### config.mk
export PLATFORM = sky130hd
export DESIGN_NAME = alu_serial_seq
export DESIGN_NICKNAME = d
export VERILOG_FILES = /design/src/rtl/alu_serial_seq.sv
export SDC_FILE = /design/constraint.sdc
export NUM_CORES = 1
export LEC_CHECK = 0
export ABC_AREA = 1
export BUFFER_PORTS_ARGS = -buffer_cell sky130_fd_sc_hd__buf_4
export CORE_AREA = 8 8 112 114
export CTS_CLUSTER_SIZE = 8
export DETAILED_ROUTE_END_ITERATION = 12
export DIE_AREA = 0 0 120 122
export GPL_TIMING_DRIVEN = 0
export PLACE_DENSITY = 0.87
export SYNTH_ARGS = -nofsm -noshare
export SYNTH_HDL_FRONTEND = slang
export SYNTH_SLANG_ARGS = --single-unit
### constraint.sdc
create_clock -name clk -period 4.5 [get_ports clk]
set_input_delay 0.9 -clock clk [delete_from_list [all_inputs] [get_ports clk]]
set_output_delay 0.9 -clock clk [all_outputs]
set_load 0.01 [all_outputs]
### src/rtl/alu_serial_seq.sv
// Bit-serial ALU sequencer: one 1-bit slice iterated LSB-first over WIDTH bits with a carry flop.
// Optional build macro ALU_SERIAL_OVF_EN enables the registered signed-overflow output.
module alu_serial_seq #(
  parameter int unsigned WIDTH = 32
) (
  input  logic             clk,
  input  logic             rst_n,
  input  logic             start,
  input  logic [WIDTH-1:0] a,
  input  logic [WIDTH-1:0] b,
  input  logic [2:0]       op,
  output logic             busy,
  output logic             done,
  output logic [WIDTH-1:0] result,
  output logic             zero,
  output logic             cout,
  output logic             overflow
);

  localparam int unsigned CntW = $clog2(WIDTH);

  typedef enum logic [1:0] {StIdle, StRun, StDone} state_e;

  state_e           state_q, state_d;
  logic [WIDTH-1:0] a_q, b_q, acc_q, result_q;
  logic [2:0]       op_q;
  logic             carry_q, zero_q, cout_q;
  logic [CntW-1:0]  cnt_q;

  logic             accept, last;
  logic             bb, g, p, sum, carry_nxt, bit_res, ovf_int;
  logic [WIDTH-1:0] final_res;

  assign accept = (state_q == StIdle) && start;
  assign last   = (cnt_q == CntW'(WIDTH - 1));

  always_ff @(posedge clk or negedge rst_n) begin
    if (!rst_n) state_q <= StIdle;
    else        state_q <= state_d;
  end

  always_comb begin
    state_d = state_q;
    busy    = 1'b0;
    done    = 1'b0;
    unique case (state_q)
      StIdle: if (start) state_d = StRun;
      StRun: begin
        busy = 1'b1;
        if (last) state_d = StDone;
      end
      StDone: begin
        busy    = 1'b1;
        done    = 1'b1;
        state_d = StIdle;
      end
      default: state_d = StIdle;
    endcase
  end

  // One-bit slice operating on the current LSB of the operand shift registers.
  always_comb begin
    bb        = b_q[0] ^ op_q[2];
    g         = a_q[0] & bb;
    p         = a_q[0] | bb;
    sum       = a_q[0] ^ bb ^ carry_q;
    carry_nxt = g | (p & carry_q);
    ovf_int   = carry_q ^ carry_nxt;
    unique case (op_q[1:0])
      2'b00:   bit_res = g;
      2'b01:   bit_res = p;
      2'b10:   bit_res = sum;
      default: bit_res = 1'b0;
    endcase
    // SLT replaces the shifted result with the overflow-corrected sign bit.
    if (op_q[1:0] == 2'b11) final_res = WIDTH'(sum ^ ovf_int);
    else                    final_res = {bit_res, acc_q[WIDTH-1:1]};
  end

  always_ff @(posedge clk or negedge rst_n) begin
    if (!rst_n) begin
      a_q      <= '0;
      b_q      <= '0;
      op_q     <= '0;
      acc_q    <= '0;
      carry_q  <= 1'b0;
      cnt_q    <= '0;
      result_q <= '0;
      zero_q   <= 1'b1;
      cout_q   <= 1'b0;
    end else if (accept) begin
      a_q     <= a;
      b_q     <= b;
      op_q    <= op;
      carry_q <= op[2];
      cnt_q   <= '0;
    end else if (state_q == StRun) begin
      a_q     <= a_q >> 1;
      b_q     <= b_q >> 1;
      carry_q <= carry_nxt;
      cnt_q   <= cnt_q + CntW'(1);
      acc_q   <= {bit_res, acc_q[WIDTH-1:1]};
      if (last) begin
        result_q <= final_res;
        zero_q   <= (final_res == '0);
        cout_q   <= op_q[1] & carry_nxt;
      end
    end
  end

`ifdef ALU_SERIAL_OVF_EN
  logic ovf_q;

  always_ff @(posedge clk or negedge rst_n) begin
    if (!rst_n) begin
      ovf_q <= 1'b0;
    end else if ((state_q == StRun) && last) begin
      ovf_q <= op_q[1] & ovf_int;
    end
  end

  assign overflow = ovf_q;
`else
  assign overflow = 1'b0;
`endif

  assign result = result_q;
  assign zero   = zero_q;
  assign cout   = cout_q;

endmodule

==> results.sh <==
export IMPL_status="complete, no violations"
export IMPL_syn_num_nets=784
export IMPL_antenna_found_initial=0
export IMPL_switching_share_pct=37.6
export IMPL_hold_ws_ns=0.360
export IMPL_synth_cell_types=28
export IMPL_ctsHoldBuffers=0
export IMPL_wirelength_mm=15.1
export IMPL_dieArea_um2=14600
export IMPL_cts_sinks=140
export IMPL_crit_path_max_fanout=4
export IMPL_synth_edff_count=0
export IMPL_slew_viol_final=0
export IMPL_drtAntennaViolNets=0
export IMPL_wl_met2_mm=7.37
export IMPL_dpl_hpwl_mm=10.8
export IMPL_tns_ns=0
export IMPL_fmax_mhz=433
export IMPL_place_gp_congestion=0.817
export IMPL_row_count=38
export IMPL_ys_warn_count=0
export IMPL_cp_required_ns=3.60
export IMPL_fin_nets=909
export IMPL_fin_area_um2=7930
export IMPL_via_per_inst=5.45
export IMPL_htreeDepth=4
export IMPL_start_kind="register"
export IMPL_maxCapViolCount=0
export IMPL_rsz0062_at_grt="false"
export IMPL_grt_overflow=0
export IMPL_startpoint="state_q[0]$_DFFE_PN0P_"
export IMPL_syn_avg_cell_area_um2=9.02
export IMPL_clk_pin_slew_worst_paths_ns=0.06
export IMPL_setup_violations=0
export IMPL_rrSetupSlack_ns=2.62
export IMPL_grt_usage_pct=21.4
export IMPL_drt_iter0_markers=444
export IMPL_post_route_min_period_ns=2.31
export IMPL_num_vias=5350
export IMPL_routed_top_layer="met4"
export IMPL_area_growth_pct=24.9
export IMPL_drt_met1_wl_mm=6.27
export IMPL_grt_pass1_wl_mm=25.4
export IMPL_hold_viol_final=0
export IMPL_cts_root_buffer="clkbuf_8"
export IMPL_combPwrFrac_pct=34.3
export IMPL_clkPwrFrac_pct=28.8
export IMPL_drcViolationCount=0
export IMPL_seq_area_frac_synth_pct=55.2
export IMPL_start_util_pct=59.3
export IMPL_async_reset_ff_share_pct=100
export IMPL_die_h_um=122
export IMPL_leakage_nw=3.82
export IMPL_synth_top_flop_cell="dfrtp_1"
export IMPL_die_width_um=120
export IMPL_core_area_um2=10700
export IMPL_io_buffers=105
export IMPL_synth_top_area_cell="dfrtp_1"
export IMPL_cts_tree="built"
export IMPL_vdd_drop_max_mv=0.346
export IMPL_wl_met3_mm=1.14
export IMPL_antennaDiodeCount=0
export IMPL_relSlewSlack_pct=59.2
export IMPL_grt_pass1_vias=5535
export IMPL_syn_area_um2=6350
export IMPL_ys_seq_elements=140
export IMPL_worstHoldPathType="primary input to asynchronous set/reset pin"
export IMPL_cts_resized=0
export IMPL_firstDrtPassIters=4
export IMPL_criticalPathCategory="register to output port"
export IMPL_p_int_w=0.00303
export IMPL_wl_per_cell_um=15.4
export IMPL_skew_ns=0.00745
export IMPL_post_place_ws_ns=2.38
export IMPL_worstMarginPinSlew_ns=0.612
export IMPL_fin_ws_ns=2.19
export IMPL_p_seq_share_pct=37.0
export IMPL_netlist_top_cells_area="dfrtp_1 (55%), o21ai_0 (18%), nand2_1 (6.3%)"
export IMPL_ios=107
export IMPL_insertion_delay_ns=0.53
export IMPL_clock_path_buffers=2
export IMPL_cellPowerDensity_nw_per_um2=612
export IMPL_grt_max_degree=77
export IMPL_syn_inst=704
export IMPL_drive_above_1_share_pct=21.6
export IMPL_r2r_start="op_q[2]$_DFFE_PN0P_"
export IMPL_worstPathArrival_ns=1.41
export IMPL_layout_common_cells="o21ai_0 (227), dfrtp_1 (139), nand2_1 (107), buf_4 (107), inv_1 (103)"
export IMPL_cts_setup_buffers=0
export IMPL_placed_cell_area_um2=7340
export IMPL_end_kind="output port"
export IMPL_period_share_pct=51.4
export IMPL_yosys_area_top_type_share_pct=54.8
export IMPL_p_sw_w=0.00182
export IMPL_numCtsBuffers=17
export IMPL_mostFrequentLayoutCell="o21ai_0"
## final timing paths
path,endpoint,depth (start not counted)
worst min register to register,cnt_q[3]$_DFFE_PN0P_,1
worst max register to register,zero$_DFFE_PN1P_,10
min in group clk,cnt_q[3]$_DFFE_PN0P_,1
worst min-delay path,result[14]$_DFFE_PN0P_,1
max in group asynchronous,state_q[0]$_DFFE_PN0P_,2
worst max-delay path,busy,3
## worst max-delay path, stage by stage, from the launching register on
cell,delay (ns)
dfrtp_1,0.38
inv_1,0.12
ha_1,0.24
buf_4,0.15
## metrics by stage
stage	std cells	util, %	power [W]
2_1_floorplan	704	-	0.00293
3_3_place_gp	949	68.3	0.00332
5_1_grt	982	74.1	0.00520
4_1_cts	982	74.1	0.00486
6_report	982	74.1	0.00485
3_5_place_dp	950	68.6	0.00344
## synth_stat cells (3+ instances only)
library cell  count
nor2_1           14
ha_1              8
nand3_1          11
o21ai_0         227
a21oi_1           3
buf_6             5
o31ai_1           4
dfrtp_1         139
inv_1           103
buf_4             3
o31ai_2          23
nand2_1         107
o21ai_1           3
buf_2             8
clkbuf_1         29
## final cells by class
cell class | count | area [µm²]
plain buffers | 45 | 228
flip-flops and latches | 140 | 3500
multi-input cells | 414 | 2220
clock inverters | 14 | 170
fillers | 771 | 2770
inverters | 105 | 394
clock buffers | 18 | 418
well taps | 140 | 175
repair buffers | 106 | 820
## power by group through the flow
stage / Combinational [W] / Sequential (W) / Clock (W)
finish: 0.00166 / 0.00179 / 0.00139
global placement: 0.00153 / 0.00179 / 0
CTS: 0.00166 / 0.00179 / 0.00141
detailed placement: 0.00163 / 0.00181 / 0
floorplan: 0.00116 / 0.00177 / 0
global route: 0.00190 / 0.00184 / 0.00146
## sequential cells by signal (all words and copies together) (netlist names)
register,cells
a_q,32
acc_q,31
b_q,32
carry_q,1
cnt_q,5
cout,1
op_q,3
result,32
state_q,2
zero,1
## metal layers
metal / track usage (%) / vias to the layer above
met4: 9.76 / 0
met5: 0 / -
met2: 35.6 / 207
li1: - / 2551
met1: 25.1 / 2563
met3: 6.80 / 29
## kinds of logic after synthesis
kind of cell,Yosys count,synth area share [%]
other,1,0.0591
buffers and inverters,150,9.80
AND/OR/NAND/NOR,136,8.50
flip-flops,140,55.2
AO/OA/AOI/OAI,266,24.1
XOR/XNOR,1,0.138
adder cells (fa/ha/maj),10,2.21
No activity file was read; power rests on OpenSTA's default activity.
